`config.mk`:
```
export PLATFORM = sky130hd
export DESIGN_NAME = mem_bus_arbiter
export DESIGN_NICKNAME = d
export VERILOG_FILES = /design/src/rtl/mem_bus_arbiter.sv
export SDC_FILE = /design/constraint.sdc
export NUM_CORES = 1
export LEC_CHECK = 0
export ABC_AREA = 1
export CAP_MARGIN = 20
export CORE_UTILIZATION = 26
export CTS_BUF_LIST = sky130_fd_sc_hd__clkbuf_2 sky130_fd_sc_hd__clkbuf_4 sky130_fd_sc_hd__clkbuf_8
export DETAILED_ROUTE_END_ITERATION = 6
export GPL_TIMING_DRIVEN = 0
export HOLD_SLACK_MARGIN = 0.05
export PLACE_DENSITY_LB_ADDON = 0.3
export REMOVE_ABC_BUFFERS = 1
export SYNTH_ARGS = -nofsm -noshare
export SYNTH_HDL_FRONTEND = slang
export SYNTH_SLANG_ARGS = --single-unit
```
`constraint.sdc`:
```
create_clock -name clock -period 4.9 [get_ports clock]
set_input_delay 0.98 -clock clock [delete_from_list [all_inputs] [get_ports clock]]
set_output_delay 0.98 -clock clock [all_outputs]
set_load 0.03 [all_outputs]
```
`src/rtl/mem_bus_arbiter.sv`:
```
// mem_bus_arbiter
//   Round-robin arbiter sharing one memory port between two cores.
//   A single dead (TURN) cycle separates consecutive owners, so a write
//   strobe from a core that has just lost the bus never reaches memory.
//
//   Optional feature: define ARB_HOLD_LIMIT_EN to bound a grant to MAX_HOLD
//   consecutive cycles whenever the other core is waiting.
//
// Ports
//   clock            rising-edge clock
//   resetN           synchronous, active-high reset
//   req0/req1        level requests from core 0 / core 1
//   addr0/addr1      core addresses (AW bits)
//   dout0/dout1      core write data (DW bits)
//   w0/w1            core write strobes
//   gnt0/gnt1        grants, decoded from the state register
//   mem_addr         owner's address, 0 with no owner
//   mem_dout         owner's write data, 0 with no owner
//   mem_w            owner's write strobe, 0 with no owner
//   owner            index of the most recently granted core
module mem_bus_arbiter #(
  parameter int DW       = 16,
  parameter int AW       = 16,
  parameter int MAX_HOLD = 8
) (
  input  logic          clock,
  input  logic          resetN,
  input  logic          req0,
  input  logic          req1,
  input  logic [AW-1:0] addr0,
  input  logic [AW-1:0] addr1,
  input  logic [DW-1:0] dout0,
  input  logic [DW-1:0] dout1,
  input  logic          w0,
  input  logic          w1,
  output logic          gnt0,
  output logic          gnt1,
  output logic [AW-1:0] mem_addr,
  output logic [DW-1:0] mem_dout,
  output logic          mem_w,
  output logic          owner
);

  typedef enum logic [1:0] {IDLE, GNT0, GNT1, TURN} state_t;

  state_t state_reg, state_next;
  logic   last_reg, last_next;
  logic   cut0, cut1;

  // The hold counter is 8 bits wide, so MAX_HOLD must fit in it.
  if (MAX_HOLD < 2 || MAX_HOLD > 255) begin : g_bad_max_hold
    $error("mem_bus_arbiter: MAX_HOLD must be in 2..255");
  end

`ifdef ARB_HOLD_LIMIT_EN
  logic [7:0] hold_reg, hold_next;
  logic       hold_expired;

  assign hold_expired = (hold_reg == 8'(MAX_HOLD - 1));
  // Preempt the owner only when its budget is spent and the peer is waiting.
  assign cut0 = hold_expired && req1;
  assign cut1 = hold_expired && req0;

  always_comb begin
    hold_next = hold_reg;
    if ((state_next == GNT0 || state_next == GNT1) && state_next != state_reg)
      hold_next = 8'd0;
    else if ((state_reg == GNT0 || state_reg == GNT1) && !hold_expired)
      hold_next = hold_reg + 8'd1;  // saturates at MAX_HOLD-1
  end

  always_ff @(posedge clock) begin
    if (resetN) hold_reg <= 8'd0;
    else        hold_reg <= hold_next;
  end
`else
  assign cut0 = 1'b0;
  assign cut1 = 1'b0;
`endif

  // State register
  always_ff @(posedge clock) begin
    if (resetN) begin
      state_reg <= IDLE;
      last_reg  <= 1'b1;   // core 0 wins the first tie
    end else begin
      state_reg <= state_next;
      last_reg  <= last_next;
    end
  end

  // Next-state logic
  always_comb begin
    state_next = state_reg;
    case (state_reg)
      IDLE, TURN: begin
        // TURN applies the same decision as IDLE so a waiting core is
        // granted right after the single dead cycle.
        if (req0 && req1)  state_next = last_reg ? GNT0 : GNT1;
        else if (req0)     state_next = GNT0;
        else if (req1)     state_next = GNT1;
        else               state_next = IDLE;
      end
      GNT0:    if (!req0 || cut0) state_next = TURN;
      GNT1:    if (!req1 || cut1) state_next = TURN;
      default: state_next = IDLE;
    endcase

    last_next = last_reg;
    if (state_next == GNT0)      last_next = 1'b0;
    else if (state_next == GNT1) last_next = 1'b1;
  end

  // Output logic: grants and memory mux decoded from the state register.
  always_comb begin
    gnt0     = 1'b0;
    gnt1     = 1'b0;
    mem_addr = '0;
    mem_dout = '0;
    mem_w    = 1'b0;
    owner    = last_reg;
    case (state_reg)
      GNT0: begin
        gnt0     = 1'b1;
        mem_addr = addr0;
        mem_dout = dout0;
        mem_w    = w0;
      end
      GNT1: begin
        gnt1     = 1'b1;
        mem_addr = addr1;
        mem_dout = dout1;
        mem_w    = w1;
      end
      default: ;
    endcase
  end

endmodule
```
==> impl_metrics.tcl, run 1 <==
set metrics [dict create \
    outcome "complete, no violations" \
    path_max_fanout 1 \
    finClkSkew_ns 0.002543 \
    max_stage_delay_ns 0.71 \
    synth_enable_flop_cells 0 \
    max_slew_margin_pct 73.69 \
    final_max_slew_viol_count 0 \
    grt_max_degree 38 \
    synth_cells 144 \
    synth.top_cell.area_share_pct 38.95 \
    largest_reg_flops 2 \
    clock_latency_ns 0.23 \
    cap_viol_max_count 0 \
    rsz0062_at_grt "false" \
    dr.pass1.iters 4 \
    yosysTopAreaCell "nand2_1" \
    ctsHoldBuffers 0 \
    finalCriticalPeriod_ns 3.336 \
    ctsResizeCount 0 \
    tightest_slew_ns 0.3946 \
    worst_slack_ns 1.564 \
    worstPathArrival_ns 2.36 \
    cts_sinks 3 \
    setup_viol 0 \
    yosysMostFrequentCell "nand2_1" \
    die_h_um 54.38 \
    fp.dieW_um 54.38 \
    syn_area_um2 713.2 \
    pin_count 106 \
    crit_buf_inv 2 \
    hold_viol 0 \
    ys_ff_latch 3 \
    async_reset_ff_share_pct 0 \
    cp_top_family "buffers and inverters" \
    grt_pass1_wl_um 4347 \
    layout.nets 320 \
    slowest_stage "clkdlybuf4s50_1" \
    worst_ir_drop_vdd_v 0.0004191 \
    total_power_w 0.0009161 \
    drive_gt1_share_pct 3.279 \
    min_period_over_period_pct 68.07 \
    cts_tree "yes" \
    clk_pin_slew_ns 0.04 \
    ys_warn_count 0 \
    synthDistinctLibCells 14 \
    ys.flop_type "dfxtp_1" \
    synth_top_cells_by_area "nand2_1 39%, a21oi_1 24%, ha_1 8.8%" \
    endpoint_kind "output port" \
    crit_chain "clkdlybuf4s50_1 > nand2_1 > a21oi_1 > clkdlybuf4s50_1" \
    rows 18 \
    pre_cts_slack_ns 1.516 \
    place_congestion 0.7731 \
    antennaDiodeCount 0 \
    cts_setup_buffers 0 \
    die-area_um2 2957 \
    grt-ovfl-total 0 \
    drt-vias-per-instance 4.609 \
    setup_tns_ns 0 \
    drc 0 \
    grt_pass1_vias 906 \
    drtIter0Drc 16 \
    hold_path.class "flop to flop" \
    cp.required_ns 3.92 \
    wl_per_cell_um 12.55 \
    fillers 217 \
    clock_path_buffers 2 \
    synthTopCellsByCount "74 x nand2_1, 34 x a21oi_1, 10 x buf_2, 7 x inv_1, 5 x ha_1" \
    cts_buffers 3 \
    grt_antenna_before_repair 0 \
    path_class "input pin to output port" \
    dp_hpwl_um 2653 \
    wl_um 3440 \
    initial_core_util_pct 28.02 \
    drtAntennaViolNets 0 \
    syn_area_per_cell_um2 4.953 \
    vias 1263 \
    power.leakage_nw 0.6785 \
    h-tree-depth 1 \
    pwr_density_cell_nw_per_um2 499.1 \
    core-area_um2 2545 \
    fmax_mhz 299.8 \
    area_delta_synth_final_pct 157.4 \
    startpoint_type "input pin" \
    cpMostUsedCell "clkdlybuf4s50_1" \
    io_buffers 105 \
    utilization_pct 72.12 \
    grt_use_total_pct 20.21 \
    hold_slack_ns 0.5251 \
    seq_area_frac_synth_pct 8.421 \
    cts_root_buffer "clkbuf_4" \
]
## where the power goes
| part | internal (W) | leakage (nW) | switching [W] |
|---|---|---|---|
| Clock | 0.0000360 | 0.0184 | 0.0000127 |
| Combinational | 0.000348 | 0.635 | 0.000475 |
| Sequential | 0.0000358 | 0.0249 | 0.00000809 |
| Total | 0.000420 | 0.678 | 0.000496 |
## tightest hold or removal path, stage by stage (launching register included)
cell and delay [ns]:
dfxtp_1 0.36, a21oi_1 0.08, o21ai_0 0.06
## cell usage in the layout, fill, tap and decap left out
| master | synthesis | routed |
|---|---|---|
| a21oi_1 | 34 | 34 |
| inv_1 | 7 | 7 |
| dfxtp_1 | 3 | 3 |
| buf_8 | 0 | 1 |
| clkdlybuf4s50_1 | 0 | 105 |
| o21ai_0 | 2 | 2 |
| clkbuf_4 | 0 | 4 |
| nor2_1 | 2 | 2 |
| ha_1 | 5 | 5 |
| or2_1 | 1 | 1 |
| a21boi_0 | 1 | 1 |
| buf_16 | 0 | 2 |
| nand3_1 | 2 | 2 |
| o21ai_2 | 1 | 1 |
| nand2_1 | 74 | 74 |
## routing by layer
metal	vias up	share of wire (%)	track usage, %
met5	-	0	0
met1	534	44	26.43
met3	7	11	4.444
li1	659	-	-
met2	63	44	32.32
met4	0	1.4	6.838
## cell families (layout without fill, tap and decap cells)
family	Yosys count	in the layout	synth area share, %
and+or+nand+nor	79	79	42.28
AOI/OAI and AO/OA	38	38	27.54
buffers and inverters	19	119	12.98
DFF	3	3	8.421
adders and majority gates	5	5	8.772
## area by class of cell
| cell class | instances | area [um2] | share of cell area (%) |
|---|---|---|---|
| clock buffer | 4 | 30.03 | 1.636 |
| inverter | 7 | 26.28 | 1.431 |
| multi-input combinational | 122 | 560.5 | 30.54 |
| sequential | 3 | 60.06 | 3.272 |
| tap | 30 | 37.54 | 2.045 |
| timing repair buffer | 108 | 1121 | 61.08 |
## per-stage QoR
step	cells	area, um2
5_1_grt	274	1836
2_1_floorplan	132	646.9
6_report	274	1836
4_1_cts	271	1765
3_5_place_dp	267	1735
3_3_place_gp	267	1735
## worst paths after layout
path / from / endpoint / slack (ns) / cells past startpoint
min reg2reg: owner / owner / 0.53 / 2
min: owner / owner / 0.53 / 2
max: dout0[14] / mem_dout[14] / 1.56 / 4
max reg2reg: state_reg[0] / owner / 2.83 / 8
(Power assumes the default switching activity.)
==> run 2, diff against run 1 <==
- CORE_UTILIZATION: 26 -> 22
- clock period: 4.9 -> 2.71 ns (I/O delays scaled with it)
==> impl_metrics.tcl, run 2 (synthesized netlist as in run 1, its figures left out) <==
set metrics [dict create \
    cts_tree "yes" \
    gr-usage-met3_pct 3.956 \
    die_h_um 58.94 \
    core-area_um2 3053 \
    largest_reg_flops 2 \
    setup_tns_ns 0 \
    cp.required_ns 2.17 \
    clock_path_buffers 2 \
    pwr_density_cell_nw_per_um2 853.0 \
    finalCriticalPeriod_ns 2.514 \
    worst_slack_ns 0.1962 \
    place_congestion 0.7624 \
    drtAntennaViolNets 0 \
    cap_viol_max_count 0 \
    endpoint_kind "output port" \
    rsz0062_at_grt "false" \
    r2r_slack_ns 0.60 \
    timing.rr.start "state_reg[0]" \
    power.leakage_nw 1.102 \
    startpoint_type "flop" \
    hold_viol 0 \
    path_max_fanout 13 \
    rows 20 \
    cts_sinks 3 \
    grt_antenna_before_repair 0 \
    dr.pass1.iters 4 \
    reg2regPathDepth 8 \
    min_period_over_period_pct 92.76 \
    fp.dieW_um 58.94 \
    cts_setup_buffers 0 \
    endpoint "mem_addr[7]" \
    grt_use_total_pct 16.79 \
    r2r-end "owner" \
    path_class "flop to output port" \
    worstPathArrival_ns 1.97 \
    layout_common_cells "74 x nand2_1, 73 x clkdlybuf4s50_1, 34 x a21oi_1" \
    fillers 305 \
    drive_gt1_share_pct 4.115 \
    cts_root_buffer "clkbuf_4" \
    finClkSkew_ns 0.003174 \
    area_delta_synth_final_pct 166.1 \
    cts_buffers 3 \
    antennaDiodeCount 0 \
    drtIter0Drc 52 \
    pre_cts_slack_ns -0.2500 \
    drc 0 \
    io_buffers 105 \
    ff_latch_area_um2 60.06 \
    pin_count 106 \
    grt-ovfl-total 0 \
    final_max_slew_viol_count 0 \
    fmax_mhz 397.8 \
    vias 1262 \
    min_from "owner" \
    dp_hpwl_um 2372 \
    wl_per_cell_um 10.92 \
    grt_use_met2_pct 31.17 \
    layout.nets 319 \
    grt_pass1_vias 1068 \
    hold_path.class "flop to flop" \
    tightest_slew_ns 0.3637 \
    die-area_um2 3473 \
    met1_usage_pct 18.35 \
    clk_pin_slew_ns 0.04 \
    startpoint "state_reg[0]" \
    h-tree-depth 1 \
    final_common_cell "nand2_1" \
    clock_latency_ns 0.24 \
    max_slew_margin_pct 75.75 \
    initial_core_util_pct 23.36 \
    drt-vias-per-instance 4.397 \
    crit_chain "inv_1 > ha_2 > a21oi_1 > clkdlybuf4s50_1" \
    grt_pass1_wl_um 4595 \
    worst_ir_drop_vdd_v 0.0006204 \
    setup_viol 0 \
    grt_max_degree 35 \
    outcome "complete, no violations" \
    multi_input_area_um2 578.1 \
    globalRoute.busiestLayer "met2" \
    max_stage_delay_ns 0.68 \
    wl_um 3135 \
    slowest_stage "clkdlybuf4s50_1" \
]
run 2: critical path, delay by kind of cell (launching register included):
| family | cells | cell delay, ns |
|---|---|---|
| AO/OA/AOI/OAI | 1 | 0.15 |
| buffers and inverters | 2 | 0.80 |
| adder cells (fa/ha/maj) | 1 | 0.42 |
| flip-flops | 1 | 0.35 |
run 2: power breakdown:
group          total (W)  switching [W]  internal [W]
logic            0.00144       0.000853      0.000590
registers      0.0000831      0.0000184     0.0000647
clock network  0.0000924      0.0000270     0.0000654
total            0.00162       0.000899      0.000720
run 2: area by class of cell:
class                           count  area share (%)
Sequential cell                     3           3.164
Timing Repair Buffer              107           60.51
Clock buffer                        4           1.582
Tap cell                           44           2.900
Multi-Input combinational cell    122           30.45
Inverter                            7           1.384
run 2: what timing repair did:
| item | in CTS | in global routing |
|---|---|---|
| resized for setup | 14 | 22 |
| setup endpoints to repair | 33 | 22 |
| hold buffers | 0 | 0 |
run 2: routing by layer:
metal	up-vias	wire [um]
met5	-	0
met4	0	14
met3	2	371
met2	66	1540
met1	536	1209
li1	658	-
run 2: worst min-delay path by stage:
stage | endpoint | slack [ns] | depth (start not counted)
2_1_floorplan | state_reg[0] | 0.61 | 1
3_3_place_gp | owner | 0.52 | 2
3_5_place_dp | owner | 0.53 | 2
4_1_cts | owner | 0.54 | 2
5_1_grt | owner | 0.57 | 2
6_report | owner | 0.52 | 2
run 2: metrics by stage:
step	power [W]	util, %	hold slack, ns	instances	area, um2
2_1_floorplan	0.0009025	-	0.6144	132	646.9
3_3_place_gp	0.001442	57.42	0.5185	281	1753
3_5_place_dp	0.001568	59.22	0.5292	283	1808
4_1_cts	0.001654	60.37	0.5368	287	1843
5_1_grt	0.001759	62.17	0.5700	287	1898
6_report	0.001619	62.17	0.5220	287	1898
==> edit 1, RTL diff (config.mk and constraints of run 2) <==
Add a define of `ARB_HOLD_LIMIT_EN`.
--- a/src/rtl/mem_bus_arbiter.sv
+++ b/src/rtl/mem_bus_arbiter.sv
@@ -19,4 +19,6 @@
 //   mem_w            owner's write strobe, 0 with no owner
 //   owner            index of the most recently granted core
+`define ARB_HOLD_LIMIT_EN
+
 module mem_bus_arbiter #(
   parameter int DW       = 16,
Formal check against the unedited RTL: not equivalent (Yosys sat finds a counterexample within 10 cycles, from zero or initial values and one cycle with resetN high).
==> edit 1 against run 2 <==
Hold slack better by 0.028 ns; worst setup slack worse by 0.056 ns; global-route usage is 1.2 points lower; wire length is 50% higher; sequential share of layout area rose by 5.9 points; largest power group unchanged; design area up 29%; power up 23%; first-iteration DRC count up 94%; core utilization down 12 points; synthesized area increased by 62%; critical endpoint is now mem_addr[15]; sequential cell count rose by 8.
==> edit 1: results (changes against run 2) <==
[synthesis]
synthDistinctLibCells = 22  ; +8
yosysSeqAreaShare = 0.191  ; +0.107
netlist_top_cells_count = 84 x nand2_1, 34 x a21oi_1, 17 x inv_1
yosys-top-cells-area = nand2_1 27%, dfxtp_1 19%, a21oi_1 15%

[place]
post_dp_cell_area_um2 = 2320  ; +28%
gp_congestion = 0.717  ; -6.0%
dp_hpwl_um = 3570  ; +50%
dp_slack_ns = -0.0780  ; +0.172 ns

[finish]
layout.nets = 380  ; +19%
largest_reg_flops = 8  ; +6
drive_gt1_frac = 0.0951  ; +0.0539

[timing]
slew_headroom = 0.764  ; +0.00604
skew_ns = 0.00447  ; +0.00129 ns
whs_ns = 0.550  ; +0.0283 ns

[routing]
dr_wl_met3_um = 516  ; +39%
drt_iter0_drc = 101  ; +94%
wl_um = 4720  ; +50%
top_layer_used = met3
wl_met1_um = 2010  ; +66%
via_per_inst = 4.27  ; -2.9%

[worst_setup_path]
reg2reg_from = state_reg[0]
r2r_cells = 11  ; +3
r2r-end = hold_reg[0]
crit_fanout = 12  ; -1

[global_route]
grt_max_degree = 28  ; -20%
grt_util_all_layers = 0.156  ; -0.0118
grt_pass1_wl_um = 6750  ; +47%

[clock_tree]
clkLatencyLatePin_ns = 0.24  ; about the same
cts_resized = 5  ; -9
cts-root-buf = clkbuf_8

[status]
outcome = completed

[pwr]
p_leak_nw = 1.30  ; +18%
irDropWorstVdd_mv = 0.523  ; -16%

edit 1: cell count changes in the layout (fill, tap and decap cells not counted), moves of 3 or more:
cell,delta
nand2_2,+6
nor2_1,+7
clkbuf_4,-3
xor2_1,+5
clkdlybuf4s50_1,+5
inv_1,+10
dlygate4sd2_1,-7
dfxtp_1,+8
clkbuf_8,+3
nor2_2,+9
nand2_1,+10
edit 1: metal layers:
metal | up-vias | track usage
li1 | 834 | -
met1 | 694 | 0.195
met2 | 61 | 0.277
met3 | 0 | 0.0393
met4 | 0 | 0.0189
met5 | - | 0
edit 1: final cells by class:
cell class	instances	area (µm²)
Clock buffer	4	48.8
Sequential cell	11	220
Timing Repair Buffer	108	1190
Tap cell	67	83.8
Multi-Input combinational cell	165	833
Inverter	17	63.8
Fill cell	505	2440
edit 1: logic make-up after synthesis:
| kind of cell | synth area share |
|---|---|
| AND/OR/NAND/NOR | 0.445 |
| AO/OA/AOI/OAI | 0.158 |
| buffers and inverters | 0.0998 |
| flip-flops | 0.191 |
| XOR/XNOR | 0.0531 |
| adder cells (fa/ha/maj) | 0.0434 |
| multiplexers | 0.00976 |
edit 1: critical path: stages, from the launching register on:
cell and delay, ns:
dfxtp_1 0.42, inv_1 0.09, ha_2 0.41, a21oi_1 0.16
clkdlybuf4s50_1 0.69
edit 1: how the worst max path moves through the flow:
stage | end | slack, ns | depth (start not counted)
final | mem_addr[15] | 0.14 | 4
after global placement | mem_addr[8] | -0.40 | 5
after detailed placement | mem_addr[8] | -0.08 | 6
after CTS | mem_w | -0.05 | 6
after global routing | mem_addr[6] | 0.02 | 4
after floorplan | mem_addr[14] | 0.27 | 4
edit 1: per-stage QoR:
stage	power [mW]	std cells
final	1.99	372
after global routing	2.14	372
after CTS	2.02	372
after detailed placement	1.83	368
after global placement	1.69	365
after floorplan	1.15	193
edit 1: power breakdown:
part	leakage (nW)	internal (mW)	switching (mW)
Clock	0.0262	0.113	0.0626
Sequential	0.0895	0.187	0.0265
Combinational	1.18	0.648	0.956
Total	1.30	0.948	1.04
==> edit 2, RTL diff (config.mk and constraints of run 2) <==
Made on the original files. The 4 states of `state_t` get a Gray code encoding in 2 bits.
--- a/src/rtl/mem_bus_arbiter.sv
+++ b/src/rtl/mem_bus_arbiter.sv
@@ -42,5 +42,5 @@
 );
 
-  typedef enum logic [1:0] {IDLE, GNT0, GNT1, TURN} state_t;
+  typedef enum logic [1:0] {IDLE = 2'b00, GNT0 = 2'b01, GNT1 = 2'b11, TURN = 2'b10} state_t;
 
   state_t state_reg, state_next;
Function: no difference found for any inputs over 10 cycles, from zero or initial values and one cycle with resetN high; not proved beyond that.
==> edit 2 against run 2 <==
Critical path depth unchanged; wire length decreased by 1.8%; sequential cell count unchanged; register-to-register slack improved by 1.2 ns; power decreased by 70%; worst setup slack improved by 0.094 ns; synthesized area decreased by 28%; design area decreased by 18%; largest cell class unchanged; largest power group unchanged.
==> edit 2: results (changes against run 2) <==
[place]
gp_congestion = 0.744  ; -2.4%
post_dp_cell_area_um2 = 1530  ; -15%
port_buffers = 105  ; unchanged
dp_hpwl_um = 2540  ; +7.3%
dp_slack_ns = 0.335  ; +0.585 ns

[finish]
layout.nets = 236  ; -26%
final_cell_count_no_fill = 193  ; -33%
drive_gt1_frac = 0.0788  ; +0.0376
largest_reg_flops = 2  ; unchanged
fillers = 195  ; -36%

[synthesis]
yosys-top-cells-area = a22o_1 49%, buf_6 13%, dfxtp_1 12%
yosysSeqAreaShare = 0.117  ; +0.0326
post_synth.cell_area_avg_um2 = 8.29  ; +67%
netlist_top_cells_count = 29 x a22o_1, 6 x buf_6, 6 x nand2_1
synthDistinctLibCells = 12  ; -2
yosys_most_used_dff = dfxtp_1
yosysWarningCount = 0  ; unchanged

[min_path]
worstHoldStart = owner
hold_class = register to register
whs_endpoint = owner

[status]
outcome = completed

[worst_setup_path]
r2r-end = owner
worstPathArrival_ns = 1.88  ; -0.09 ns
r2r_cells = 5  ; -3
r2r_slack_ns = 1.81  ; +1.21 ns
reg2reg_from = state_reg[0]
crit_fanout = 34  ; +21

[timing]
skew_ns = 0.00420  ; +0.00103 ns
whs_ns = 0.542  ; +0.0202 ns
slew_headroom = 0.776  ; +0.0186

[global_route]
grt_antenna_before_repair = 0  ; unchanged
grt_pass1_wl_um = 4540  ; -1.2%
grt_util_all_layers = 0.235  ; +0.0669
grt_pass1_vias = 869  ; -19%

[clock_tree]
htreeDepth = 1  ; unchanged
cts_resized = 0  ; -14
numCtsBuffers = 3  ; unchanged
post_cts_buffers = 0  ; unchanged

[routing]
num_vias = 920  ; -27%
wl_per_cell_um = 16.0  ; +46%
drt_iter0_drc = 14  ; -73%

[pwr]
p_leak_nw = 0.635  ; -42%
irDropWorstVdd_mv = 0.261  ; -58%

[edit 2: cell types whose count changed after synthesis, sizes merged, moves of 2 or more]
cell | run 2 | this run
nor2 | 2 | 0
ha | 5 | 0
a22o | 0 | 33
nand2 | 74 | 8
a21oi | 34 | 2
o21ai | 3 | 1
buf | 11 | 6
[edit 2: worst max path at each step]
stage,start,end,slack [ns]
CTS,state_reg[0],mem_addr[11],0.28
finish,state_reg[0],mem_addr[11],0.29
detailed placement,addr1[9],mem_addr[9],0.33
floorplan,state_reg[0],mem_addr[0],1.11
global placement,dout1[15],mem_dout[15],0.36
global route,state_reg[0],mem_dout[14],0.21
[edit 2: per-stage QoR]
step,util,power (mW)
finish,0.706,0.482
global route,0.706,0.508
CTS,0.706,0.487
detailed placement,0.693,0.395
global placement,0.693,0.388
floorplan,-,0.202
[edit 2: final cells by class]
type                       instances  share of cell area
clock buffer                       4              0.0192
multi-input combinational         47               0.230
inverter                           6              0.0176
timing repair buffer             105               0.673
sequential                         3              0.0384
tap                               28              0.0224
[edit 2: per-layer routing]
metal / GRT usage / share of wire
met1: 0.272 / 0.42
met2: 0.396 / 0.46
met3: 0.0970 / 0.12
met4: 0.0602 / 0.0097
met5: 0 / 0
[edit 2: worst max-delay path, cell delays in order (launching register included)]
cell	delay (ns)
dfxtp_1	0.38
nand2_2	0.10
inv_4	0.27
a22o_2	0.21
clkdlybuf4s50_1	0.68
[edit 2: where the power goes]
group	total [mW]	switching [mW]	internal, mW
combinational	0.341	0.155	0.186
sequential	0.0527	0.00419	0.0485
clock	0.0878	0.0227	0.0651
total	0.482	0.182	0.300
[edit 2: cell families (layout without fill, tap and decap cells)]
group / Yosys count / count (layout) / share of synthesized area
buf+inv: 12 / 115 / 0.185
simple gates: 11 / 11 / 0.0973
flops: 3 / 3 / 0.117
compound gates: 36 / 36 / 0.601
